## config.mk

```make
export PLATFORM = sky130hd
export DESIGN_NAME = mu0_control
export DESIGN_NICKNAME = d
export VERILOG_FILES = /design/src/rtl/mu0_pkg.sv /design/src/rtl/mu0_decode.sv /design/src/rtl/mu0_control.sv
export SDC_FILE = /design/constraint.sdc
export NUM_CORES = 1
export LEC_CHECK = 0
export CAP_MARGIN = 20
export CORE_MARGIN = 1.5
export CORE_UTILIZATION = 46
export CTS_CLUSTER_DIAMETER = 80
export DETAILED_ROUTE_END_ITERATION = 8
export PLACE_DENSITY_LB_ADDON = 0.05
export SLEW_MARGIN = 0
export SYNTH_ARGS = -nofsm -noshare
export SYNTH_HDL_FRONTEND = slang
export SYNTH_SLANG_ARGS = --single-unit
```

## constraint.sdc

```tcl
create_clock -name Clk -period 4.04 [get_ports Clk]
set_clock_uncertainty 0.2 [all_clocks]
set_input_delay 1.01 -clock Clk [delete_from_list [all_inputs] [get_ports Clk]]
set_output_delay 1.01 -clock Clk [all_outputs]
set_load 0.005 [all_outputs]
```

## src/rtl/mu0_pkg.sv

```systemverilog
// Shared definitions for the MU0 control unit: opcodes, ALU modes,
// sequencer states and the control word driven towards the datapath.
package mu0_pkg;

    localparam logic [3:0] OP_LDA = 4'h0;
    localparam logic [3:0] OP_STA = 4'h1;
    localparam logic [3:0] OP_ADD = 4'h2;
    localparam logic [3:0] OP_SUB = 4'h3;
    localparam logic [3:0] OP_JMP = 4'h4;
    localparam logic [3:0] OP_JGE = 4'h5;
    localparam logic [3:0] OP_JNE = 4'h6;
    localparam logic [3:0] OP_STP = 4'h7;

    localparam logic [1:0] ALU_Y   = 2'b00;
    localparam logic [1:0] ALU_ADD = 2'b01;
    localparam logic [1:0] ALU_INC = 2'b10;
    localparam logic [1:0] ALU_SUB = 2'b11;

    typedef enum logic [1:0] {
        FETCH = 2'b00,
        EXEC  = 2'b01,
        HALT  = 2'b10
    } state_t;

    typedef struct packed {
        logic       x_sel;
        logic       y_sel;
        logic       addr_sel;
        logic       pc_en;
        logic       ir_en;
        logic       acc_en;
        logic [1:0] m;
        logic       rd;
        logic       wr;
        logic       illegal;
    } ctrl_t;

endpackage

```

## src/rtl/mu0_decode.sv

```systemverilog
// Combinational EXEC-cycle decode of opcode and flags into a control word.
// Memory-ready gating is left to the sequencer.
module mu0_decode
    import mu0_pkg::*;
(
    input  logic [3:0] f,
    input  logic       n,
    input  logic       z,
    output ctrl_t      ctrl,
    output logic       is_mem,
    output logic       is_stp
);

    // Opcode table; conditional jumps resolve against the live flags.
    always_comb begin
        ctrl   = '0;
        is_mem = 1'b0;
        is_stp = 1'b0;
        case (f)
            OP_LDA: begin
                ctrl.addr_sel = 1'b1;
                ctrl.rd       = 1'b1;
                ctrl.m        = ALU_Y;
                ctrl.acc_en   = 1'b1;
                is_mem        = 1'b1;
            end
            OP_STA: begin
                ctrl.addr_sel = 1'b1;
                ctrl.wr       = 1'b1;
                is_mem        = 1'b1;
            end
            OP_ADD: begin
                ctrl.addr_sel = 1'b1;
                ctrl.rd       = 1'b1;
                ctrl.m        = ALU_ADD;
                ctrl.acc_en   = 1'b1;
                is_mem        = 1'b1;
            end
            OP_SUB: begin
                ctrl.addr_sel = 1'b1;
                ctrl.rd       = 1'b1;
                ctrl.m        = ALU_SUB;
                ctrl.acc_en   = 1'b1;
                is_mem        = 1'b1;
            end
            OP_JMP: begin
                ctrl.y_sel = 1'b1;
                ctrl.m     = ALU_Y;
                ctrl.pc_en = 1'b1;
            end
            OP_JGE: begin
                if (!n) begin
                    ctrl.y_sel = 1'b1;
                    ctrl.m     = ALU_Y;
                    ctrl.pc_en = 1'b1;
                end
            end
            OP_JNE: begin
                if (!z) begin
                    ctrl.y_sel = 1'b1;
                    ctrl.m     = ALU_Y;
                    ctrl.pc_en = 1'b1;
                end
            end
            OP_STP: begin
                is_stp = 1'b1;
            end
            default: begin
                ctrl.illegal = 1'b1;
            end
        endcase
    end

endmodule

```

## src/rtl/mu0_control.sv

```systemverilog
// MU0 control unit: FETCH/EXEC/HALT sequencer with memory-ready stalls,
// combinational control outputs and a retired-instruction counter.
module mu0_control
    import mu0_pkg::*;
#(
    parameter int unsigned CNT_W = 16
) (
    input  logic             Clk,
    input  logic             Reset,
    input  logic [3:0]       F,
    input  logic             N,
    input  logic             Z,
    input  logic             Mem_Rdy,
    output logic             X_sel,
    output logic             Y_sel,
    output logic             Addr_sel,
    output logic             PC_En,
    output logic             IR_En,
    output logic             Acc_En,
    output logic [1:0]       M,
    output logic             Rd,
    output logic             Wr,
    output logic             Halted,
    output logic             Illegal,
    output logic [CNT_W-1:0] Instr_Count
);

    state_t           state;
    state_t           state_nxt;
    logic [CNT_W-1:0] count;
    ctrl_t            dec;
    ctrl_t            ctrl;
    logic             is_mem;
    logic             is_stp;
    logic             exec_done;
    logic             halted;

    mu0_decode u_decode (
        .f      (F),
        .n      (N),
        .z      (Z),
        .ctrl   (dec),
        .is_mem (is_mem),
        .is_stp (is_stp)
    );

    // Memory instructions retire only once the access is acknowledged.
    assign exec_done = (state == EXEC) && (!is_mem || Mem_Rdy);

    // Next-state selection, including wait-state holds.
    always_comb begin
        state_nxt = state;
        case (state)
            FETCH:   state_nxt = Mem_Rdy ? EXEC : FETCH;
            EXEC:    if (exec_done) state_nxt = is_stp ? HALT : FETCH;
            HALT:    state_nxt = HALT;
            default: state_nxt = FETCH;
        endcase
    end

    // State register and retired-instruction counter.
    always_ff @(posedge Clk or posedge Reset) begin
        if (Reset) begin
            state <= FETCH;
            count <= '0;
        end else begin
            state <= state_nxt;
            if (exec_done) count <= count + 1'b1;
        end
    end

    // Control outputs; reset overrides combinationally so an aborted
    // instruction never leaks an enable during the reset cycle.
    always_comb begin
        ctrl   = '0;
        halted = 1'b0;
        if (Reset) begin
            ctrl.x_sel = 1'b1;
            ctrl.m     = ALU_INC;
        end else begin
            case (state)
                FETCH: begin
                    ctrl.x_sel = 1'b1;
                    ctrl.rd    = 1'b1;
                    ctrl.m     = ALU_INC;
                    ctrl.ir_en = Mem_Rdy;
                    ctrl.pc_en = Mem_Rdy;
                end
                EXEC: begin
                    ctrl        = dec;
                    ctrl.acc_en = dec.acc_en & Mem_Rdy;
                end
                HALT:    halted = 1'b1;
                default: ctrl = '0;
            endcase
        end
    end

    assign X_sel       = ctrl.x_sel;
    assign Y_sel       = ctrl.y_sel;
    assign Addr_sel    = ctrl.addr_sel;
    assign PC_En       = ctrl.pc_en;
    assign IR_En       = ctrl.ir_en;
    assign Acc_En      = ctrl.acc_en;
    assign M           = ctrl.m;
    assign Rd          = ctrl.rd;
    assign Wr          = ctrl.wr;
    assign Illegal     = ctrl.illegal;
    assign Halted      = halted;
    assign Instr_Count = count;

endmodule

```

==> flow_summary.html, run 1 <==
<table>
<tr><th>Metric</th><th>Value</th></tr>
<tr><th colspan="2">Finish</th></tr>
<tr><td>Core utilization of the finished layout</td><td>71.5%</td></tr>
<tr><td>Layout area overhead</td><td>46.7%</td></tr>
<tr><td>Net total in the final layout</td><td>145</td></tr>
<tr><td>Share of layout cells above drive strength 1</td><td>8.96%</td></tr>
<tr><td>Inserted Diodes</td><td>0</td></tr>
<tr><th colspan="2">Logic synthesis</th></tr>
<tr><td>Net Count, Synth</td><td>102</td></tr>
<tr><td>Number of storage elements in the synthesis netlist</td><td>18</td></tr>
<tr><td>Async set or reset register ratio after synthesis</td><td>100%</td></tr>
<tr><td>Synth warn</td><td>0</td></tr>
<tr><td>Total standard cell area after synthesis</td><td>946 µm²</td></tr>
<tr><td>Most frequently used flop master after synthesis</td><td>sky130_fd_sc_hd__dfrtp_1</td></tr>
<tr><td>Cells after synthesis</td><td>92</td></tr>
<tr><td>Register area share after synthesis</td><td>47.6%</td></tr>
<tr><td>Avg Cell Area, Syn</td><td>10.3 µm²</td></tr>
<tr><td>Post-synth EDFFs</td><td>0</td></tr>
<tr><td>Post-synthesis cell type count</td><td>28</td></tr>
<tr><th colspan="2">Setup path</th></tr>
<tr><td>Endpoint type of the worst setup path</td><td>primary output</td></tr>
<tr><td>CP Max Fanout</td><td>4</td></tr>
<tr><td>CP Class</td><td>primary input to primary output</td></tr>
<tr><td>Req. time, crit path</td><td>2.83 ns</td></tr>
<tr><td>Worst Setup Start Kind</td><td>primary input</td></tr>
<tr><td>Data arrival time of the worst path</td><td>2.75 ns</td></tr>
<tr><th colspan="2">Clock network</th></tr>
<tr><td>Clk pin slew, worst setup/hold paths</td><td>0.10 ns</td></tr>
<tr><td>Buffer cell driving the clock tree root</td><td>sky130_fd_sc_hd__clkbuf_4</td></tr>
<tr><td>TritonCTS Buffers</td><td>3</td></tr>
<tr><td>Post-CTS Setup Bufs</td><td>0</td></tr>
<tr><td>Number of sinks driven by the clock tree</td><td>18</td></tr>
<tr><td>Latest clock arrival within the worst-skew pair</td><td>0.29 ns</td></tr>
<tr><td>CTS Hold Buffers Added</td><td>0</td></tr>
<tr><td>Buffers from clock root to sink, at most</td><td>2</td></tr>
<tr><td>CTS tree</td><td>done</td></tr>
<tr><td>Number of levels in the clock H-tree</td><td>1</td></tr>
<tr><td>Resized Gates After CTS</td><td>0</td></tr>
<tr><th colspan="2">Floorplan</th></tr>
<tr><td>Number of top-level pins</td><td>37</td></tr>
<tr><td>Die Outline Area</td><td>2340 µm²</td></tr>
<tr><td>Starting utilization of the core area</td><td>48.7%</td></tr>
<tr><td>Die boundary width</td><td>48.3 µm</td></tr>
<tr><td>Area of the core region</td><td>1940 µm²</td></tr>
<tr><td>Die extent in y</td><td>48.3 µm</td></tr>
<tr><td>Number of placement rows</td><td>16</td></tr>
<tr><th colspan="2">Hold path</th></tr>
<tr><td>Tightest Hold Check Type</td><td>flop to flop</td></tr>
<tr><th colspan="2">Pwr</th></tr>
<tr><td>Total Power</td><td>0.000548 W</td></tr>
<tr><td>IR drop worst, VDD</td><td>0.332 mV</td></tr>
<tr><td>PD cells</td><td>395 nW/µm²</td></tr>
<tr><td>Leak pwr</td><td>0.551 nW</td></tr>
<tr><th colspan="2">GRT</th></tr>
<tr><td>Pin count of the biggest net entering global routing</td><td>19</td></tr>
<tr><td>Number of global-route vias before repair</td><td>773</td></tr>
<tr><td>Global route overflow</td><td>0</td></tr>
<tr><td>Global-route wire length before repair</td><td>3330 µm</td></tr>
<tr><td>Aggregate global-route resource usage</td><td>18.2%</td></tr>
<tr><td>Number of antenna violations at the first check in global routing</td><td>0</td></tr>
<tr><th colspan="2">Route</th></tr>
<tr><td>Detailed router's first-iteration violation count</td><td>8</td></tr>
<tr><td>Vias post-DR</td><td>817</td></tr>
<tr><td>1st-pass router iterations</td><td>4</td></tr>
<tr><td>Per-cell via count in the routed design</td><td>5.07</td></tr>
<tr><td>Average wire per standard cell</td><td>12.5 µm</td></tr>
<tr><td>DRC violations left</td><td>0</td></tr>
<tr><td>Drt total wl</td><td>2010 µm</td></tr>
<tr><td>Post-route antenna net violation count</td><td>0</td></tr>
<tr><th colspan="2">STA</th></tr>
<tr><td>Number of hold violations in the final report</td><td>0</td></tr>
<tr><td>Setup repair after global routing missed its margin</td><td>no</td></tr>
<tr><td>Number of pins with negative max-slew slack in the final report</td><td>0</td></tr>
<tr><td>Actual slew at the worst max-slew pin</td><td>0.641 ns</td></tr>
<tr><td>Relative slew margins</td><td>57.0%</td></tr>
<tr><td>Highest clock frequency the design can meet</td><td>253 MHz</td></tr>
<tr><td>Total negative setup slack</td><td>0 ns</td></tr>
<tr><td>Final-report setup violation count</td><td>0</td></tr>
<tr><td>Crit path time final</td><td>3.96 ns</td></tr>
<tr><td>Final clock period utilization by the worst path</td><td>98.0%</td></tr>
<tr><th colspan="2">Flow run</th></tr>
<tr><td>Reported max-cap violation count</td><td>0</td></tr>
<tr><th colspan="2">Placement</th></tr>
<tr><td>Global placement routability congestion</td><td>0.777</td></tr>
<tr><td>HPWL after detailed placement</td><td>1550 µm</td></tr>
<tr><td>Input/output buffers</td><td>36</td></tr>
<tr><th colspan="2">Run status</th></tr>
<tr><td>Outcome</td><td>completed</td></tr>
</table>
-- critical path, cell delays in order --
cell and delay, ns:
sky130_fd_sc_hd__clkdlybuf4s50_1 0.43, sky130_fd_sc_hd__or3b_1 0.44, sky130_fd_sc_hd__nor3_1 0.19, sky130_fd_sc_hd__and3_1 0.19, sky130_fd_sc_hd__clkdlybuf4s50_1 0.49
-- synthesized netlist by cell type (2+ instances only) --
master	number	area share [%]
sky130_fd_sc_hd__and3_1	5	3.3
sky130_fd_sc_hd__dfrtp_1	18	48
sky130_fd_sc_hd__inv_1	2	0.79
sky130_fd_sc_hd__nand2_1	7	2.8
sky130_fd_sc_hd__nand2b_1	3	2.0
sky130_fd_sc_hd__nand3_1	3	1.6
sky130_fd_sc_hd__nand3b_1	2	1.6
sky130_fd_sc_hd__nand4_1	4	2.6
sky130_fd_sc_hd__nor2_1	10	4.0
sky130_fd_sc_hd__nor3_1	5	2.6
sky130_fd_sc_hd__nor4_1	2	1.3
sky130_fd_sc_hd__o21ai_0	2	1.1
sky130_fd_sc_hd__xnor2_1	8	7.4
sky130_fd_sc_hd__xor2_1	7	6.5
-- layout make-up --
cell class,count,area [µm²]
clock buffer,4,36.3
fill,163,554
inverter,2,7.51
multi-input combinational,71,477
sequential,18,450
tap,27,33.8
timing repair buffer,39,383
-- worst paths after layout --
check | from | end | slack (ns) | cells past startpoint
worst min register to register | Instr_Count[15]$_DFFE_PP0P_ | Instr_Count[15]$_DFFE_PP0P_ | 0.28 | 1
max in group asynchronous | Reset | Instr_Count[11]$_DFFE_PP0P_ | 2.42 | 3
worst max register to register | state[1]$_DFFE_PP0P_ | Instr_Count[12]$_DFFE_PP0P_ | 2.20 | 4
worst min-delay path | Instr_Count[15]$_DFFE_PP0P_ | Instr_Count[15]$_DFFE_PP0P_ | 0.28 | 1
worst max-delay path | F[3] | Acc_En | 0.08 | 5
min in group asynchronous | Reset | Instr_Count[3]$_DFFE_PP0P_ | 1.03 | 3
-- cells by family (layout without fill, tap and decap cells) --
kind of cell | after synthesis | in the layout | share of synthesized area [%]
AO/OA/AOI/OAI | 6 | 6 | 3.97
XOR/XNOR | 15 | 15 | 13.9
adder cells (fa/ha/maj) | 1 | 1 | 1.32
buffers and inverters | 3 | 45 | 1.98
flip-flops | 18 | 18 | 47.6
multiplexers | 1 | 1 | 1.19
AND/OR/NAND/NOR | 48 | 48 | 30.0
-- flip-flops by register name, summed over array words and instances, names as in the netlist --
| signal | count |
|---|---|
| state | 2 |
| Instr_Count | 16 |
-- cell usage in the layout, fill, tap and decap left out, types with 2 or more instances in the layout --
master,n
sky130_fd_sc_hd__and3_1,5
sky130_fd_sc_hd__buf_4,3
sky130_fd_sc_hd__clkbuf_4,3
sky130_fd_sc_hd__clkdlybuf4s50_1,36
sky130_fd_sc_hd__dfrtp_1,18
sky130_fd_sc_hd__inv_1,2
sky130_fd_sc_hd__nand2_1,7
sky130_fd_sc_hd__nand2b_1,3
sky130_fd_sc_hd__nand3_1,3
sky130_fd_sc_hd__nand3b_1,2
sky130_fd_sc_hd__nand4_1,4
sky130_fd_sc_hd__nor2_1,10
sky130_fd_sc_hd__nor3_1,5
sky130_fd_sc_hd__nor4_1,2
sky130_fd_sc_hd__o21ai_0,2
sky130_fd_sc_hd__xnor2_1,8
sky130_fd_sc_hd__xor2_1,7
-- power by group --
| part | leakage, nW | internal [W] | switching [W] |
|---|---|---|---|
| clock network | 0.0210 | 0.0000549 | 0.0000544 |
| logic | 0.311 | 0.000113 | 0.0000619 |
| registers | 0.219 | 0.000215 | 0.0000479 |
| total | 0.551 | 0.000384 | 0.000164 |
-- metrics by stage --
| stage | hold slack [ns] | area [µm²] | worst slack (ns) | cells |
|---|---|---|---|---|
| after global placement | 0.266 | 1350 | 0.127 | 157 |
| after detailed placement | 0.269 | 1350 | 0.0850 | 157 |
| after floorplan | 0.268 | 946 | 0.963 | 92 |
| final | 0.283 | 1390 | 0.0807 | 161 |
| after global routing | 0.296 | 1390 | 0.0274 | 161 |
| after CTS | 0.290 | 1390 | 0.0881 | 161 |
-- routing by layer --
metal	track usage [%]	part of all wire (%)	vias up	wire, µm
met5	0	0	-	0
met2	30.1	48	23	962
met4	5.71	1.1	0	22
li1	-	-	406	-
met1	23.6	47	384	950
met3	4.63	3.8	4	77
Power figures use the tool's default switching activity.
==> run 2, diff against run 1 <==
PLACE_DENSITY_LB_ADDON = 0.3   (was 0.05)
==> run 2 against run 1 <==
Net effect: largest power group unchanged; sequential share of layout area fell by 0.15 points; combinational power is essentially flat; critical path depth stayed put; via count is 1.5% higher; routed wire length up 8.9%; clock power is essentially flat; core utilization up 0.32 points.
==> flow_summary.html, run 2 (same netlist as run 1, synthesis figures left out) <==
<table>
<tr><th>Metric</th><th>Value</th></tr>
<tr><th colspan="2">Run status</th></tr>
<tr><td>Outcome</td><td>completed</td></tr>
<tr><th colspan="2">Route</th></tr>
<tr><td>Drt total wl</td><td>2190 µm (+8.9%)</td></tr>
<tr><td>Vias post-DR</td><td>829 (+1.5%)</td></tr>
<tr><td>Post-route antenna net violation count</td><td>0 (unchanged)</td></tr>
<tr><td>Per-cell via count in the routed design</td><td>5.18 (+2.1%)</td></tr>
<tr><td>Detailed router's first-iteration violation count</td><td>10 (+2)</td></tr>
<tr><td>DRC violations left</td><td>0 (unchanged)</td></tr>
<tr><td>1st-pass router iterations</td><td>4 (unchanged)</td></tr>
<tr><td>Average wire per standard cell</td><td>13.7 µm (+9.6%)</td></tr>
<tr><th colspan="2">Clock network</th></tr>
<tr><td>Resized Gates After CTS</td><td>0 (unchanged)</td></tr>
<tr><td>Number of levels in the clock H-tree</td><td>1 (unchanged)</td></tr>
<tr><td>TritonCTS Buffers</td><td>3 (unchanged)</td></tr>
<tr><td>Clk pin slew, worst setup/hold paths</td><td>0.10 ns (about the same)</td></tr>
<tr><td>Buffers from clock root to sink, at most</td><td>2 (unchanged)</td></tr>
<tr><td>CTS tree</td><td>done</td></tr>
<tr><td>CTS Hold Buffers Added</td><td>0 (unchanged)</td></tr>
<tr><td>Latest clock arrival within the worst-skew pair</td><td>0.29 ns (about the same)</td></tr>
<tr><td>Post-CTS Setup Bufs</td><td>0 (unchanged)</td></tr>
<tr><td>Number of sinks driven by the clock tree</td><td>18 (unchanged)</td></tr>
<tr><td>Buffer cell driving the clock tree root</td><td>sky130_fd_sc_hd__clkbuf_4</td></tr>
<tr><th colspan="2">STA</th></tr>
<tr><td>Setup repair after global routing missed its margin</td><td>no</td></tr>
<tr><td>Relative slew margins</td><td>51.8% (-5.2 points)</td></tr>
<tr><td>Number of hold violations in the final report</td><td>0 (unchanged)</td></tr>
<tr><td>Actual slew at the worst max-slew pin</td><td>0.718 ns (+0.0774 ns)</td></tr>
<tr><td>Crit path time final</td><td>3.92 ns (-0.0431 ns)</td></tr>
<tr><td>Crit path setup slack, layout</td><td>0.124 ns (+0.0431 ns)</td></tr>
<tr><td>Total negative setup slack</td><td>0 ns (unchanged)</td></tr>
<tr><td>Final clock period utilization by the worst path</td><td>96.9% (-1.1 points)</td></tr>
<tr><td>Final-report setup violation count</td><td>0 (unchanged)</td></tr>
<tr><td>Highest clock frequency the design can meet</td><td>255 MHz (+1.1%)</td></tr>
<tr><td>Number of pins with negative max-slew slack in the final report</td><td>0 (unchanged)</td></tr>
<tr><th colspan="2">Pwr</th></tr>
<tr><td>Leak pwr</td><td>0.551 nW (-0.15%)</td></tr>
<tr><td>Power Internal</td><td>0.000383 W (-0.17%)</td></tr>
<tr><td>Net switching fraction of the power</td><td>30.1% (+0.12 points)</td></tr>
<tr><td>IR drop worst, VDD</td><td>0.379 mV (+14%)</td></tr>
<tr><td>Switching power total</td><td>0.000165 W (+0.41%)</td></tr>
<tr><td>Total Power</td><td>0.000548 W (about the same)</td></tr>
<tr><td>Clock share of power</td><td>19.9% (about the same)</td></tr>
<tr><td>Combinational share of power</td><td>32.1% (about the same)</td></tr>
<tr><td>Reg power frac</td><td>48.0% (about the same)</td></tr>
<tr><td>PD cells</td><td>393 nW/µm² (-0.44%)</td></tr>
<tr><th colspan="2">Setup path</th></tr>
<tr><td>Capture point of the worst path</td><td>Acc_En</td></tr>
<tr><td>Worst reg2reg path depth</td><td>4 (unchanged)</td></tr>
<tr><td>Data arrival time of the worst path</td><td>2.71 ns (-0.04 ns)</td></tr>
<tr><td>Startpoint of the most critical register-to-register path</td><td>state[1]$_DFFE_PP0P_</td></tr>
<tr><td>Terminus of the critical flop-to-flop path</td><td>Instr_Count[10]$_DFFE_PP0P_</td></tr>
<tr><td>Start point of the critical path</td><td>F[2]</td></tr>
<tr><td>Endpoint type of the worst setup path</td><td>primary output</td></tr>
<tr><td>Req. time, crit path</td><td>2.83 ns (about the same)</td></tr>
<tr><td>Worst Setup Start Kind</td><td>primary input</td></tr>
<tr><td>Setup slack of the worst register-to-register path</td><td>2.20 ns (about the same)</td></tr>
<tr><td>CP Max Fanout</td><td>4 (unchanged)</td></tr>
<tr><td>CP Class</td><td>primary input to primary output</td></tr>
<tr><th colspan="2">Placement</th></tr>
<tr><td>Input/output buffers</td><td>36 (unchanged)</td></tr>
<tr><td>HPWL after detailed placement</td><td>1700 µm (+9.5%)</td></tr>
<tr><td>Worst Setup Slack post-DPL</td><td>0.0360 ns (-0.0490 ns)</td></tr>
<tr><td>Dpl cell area</td><td>1340 µm² (-0.56%)</td></tr>
<tr><td>Global placement routability congestion</td><td>0.736 (-5.2%)</td></tr>
<tr><th colspan="2">GRT</th></tr>
<tr><td>Number of antenna violations at the first check in global routing</td><td>0 (unchanged)</td></tr>
<tr><td>Global-route wire length before repair</td><td>3770 µm (+13%)</td></tr>
<tr><td>Global route overflow</td><td>0 (unchanged)</td></tr>
<tr><td>Number of global-route vias before repair</td><td>807 (+4.4%)</td></tr>
<tr><td>Aggregate global-route resource usage</td><td>20.6% (+2.5 points)</td></tr>
<tr><td>Pin count of the biggest net entering global routing</td><td>19 (unchanged)</td></tr>
<tr><th colspan="2">Finish</th></tr>
<tr><td>Combined area of the multi-input logic cells</td><td>490 µm² (+2.9%)</td></tr>
<tr><td>Most common cell after layout, fill and taps aside</td><td>sky130_fd_sc_hd__clkdlybuf4s50_1</td></tr>
<tr><td>Reg area</td><td>450 µm² (unchanged)</td></tr>
<tr><td>Commonest non-fill, non-tap cells in the layout</td><td>sky130_fd_sc_hd__clkdlybuf4s50_1, sky130_fd_sc_hd__dfrtp_1, sky130_fd_sc_hd__nor2_1, sky130_fd_sc_hd__xnor2_1</td></tr>
<tr><td>Flip-flop count of the largest register after layout</td><td>16 (unchanged)</td></tr>
<tr><td>Share of layout cells above drive strength 1</td><td>10.5% (+1.6 points)</td></tr>
<tr><td>Net total in the final layout</td><td>144 (-0.69%)</td></tr>
<tr><td>Post-route standard cell area excluding fillers</td><td>1390 µm² (+0.45%)</td></tr>
<tr><td>Layout area overhead</td><td>47.4%</td></tr>
<tr><td>Inserted Diodes</td><td>0 (unchanged)</td></tr>
<tr><td>Filler cell count in the final layout</td><td>162 (-0.61%)</td></tr>
<tr><th colspan="2">Floorplan</th></tr>
<tr><td>Die extent in y</td><td>48.3 µm (unchanged)</td></tr>
<tr><td>Die boundary width</td><td>48.3 µm (unchanged)</td></tr>
<tr><td>Number of top-level pins</td><td>37 (unchanged)</td></tr>
<tr><td>Area of the core region</td><td>1940 µm² (unchanged)</td></tr>
<tr><td>Number of placement rows</td><td>16 (unchanged)</td></tr>
<tr><td>Die Outline Area</td><td>2340 µm² (unchanged)</td></tr>
<tr><td>Starting utilization of the core area</td><td>48.7% (unchanged)</td></tr>
<tr><th colspan="2">Hold path</th></tr>
<tr><td>Tightest Hold Check Type</td><td>flop to flop</td></tr>
<tr><th colspan="2">Flow run</th></tr>
<tr><td>Reported max-cap violation count</td><td>0 (unchanged)</td></tr>
</table>
## run 2: critical path: stages
cell and delay, ns:
sky130_fd_sc_hd__clkdlybuf4s50_1 0.47, sky130_fd_sc_hd__or3b_4 0.43, sky130_fd_sc_hd__nor3_2 0.14, sky130_fd_sc_hd__and3_1 0.17, sky130_fd_sc_hd__clkdlybuf4s50_1 0.49
## run 2: stage by stage
step / hold slack, ns / cells / utilization [%]
2_1_floorplan: 0.268 / 92 / -
3_3_place_gp: 0.260 / 156 / 69.2
3_5_place_dp: 0.269 / 156 / 69.2
4_1_cts: 0.283 / 160 / 71.1
5_1_grt: 0.325 / 160 / 71.8
6_report: 0.278 / 160 / 71.8
## run 2: worst min path at each step
stage                                startpoint                           to  cells past startpoint
finish              Instr_Count[15]$_DFFE_PP0P_  Instr_Count[15]$_DFFE_PP0P_                      1
global route        Instr_Count[10]$_DFFE_PP0P_  Instr_Count[10]$_DFFE_PP0P_                      1
CTS                 Instr_Count[15]$_DFFE_PP0P_  Instr_Count[15]$_DFFE_PP0P_                      1
detailed placement  Instr_Count[15]$_DFFE_PP0P_  Instr_Count[15]$_DFFE_PP0P_                      1
global placement    Instr_Count[15]$_DFFE_PP0P_  Instr_Count[15]$_DFFE_PP0P_                      1
floorplan           Instr_Count[15]$_DFFE_PP0P_  Instr_Count[15]$_DFFE_PP0P_                      1
## run 2: final cells by class
cell class                      instances  area share (%)
Sequential cell                        18            32.3
Clock buffer                            4            2.60
Timing Repair Buffer                   38            26.9
Tap cell                               27            2.42
Multi-Input combinational cell         71            35.2
Inverter                                2           0.539
## run 2: metal layers
metal | track usage [%] | share of wire (%) | vias to the layer above
met5 | 0 | 0 | -
met4 | 5.71 | 0.96 | 0
met3 | 4.94 | 7.3 | 4
met2 | 36.1 | 51 | 33
met1 | 25.6 | 41 | 387
li1 | - | - | 405
## run 2: power by group through the flow
stage | Clock (W) | Combinational (W) | Sequential (W)
detailed placement | 0 | 0.000175 | 0.000265
finish | 0.000109 | 0.000176 | 0.000263
floorplan | 0 | 0.0000726 | 0.000260
global route | 0.000116 | 0.000194 | 0.000269
CTS | 0.000110 | 0.000176 | 0.000263
global placement | 0 | 0.000170 | 0.000262
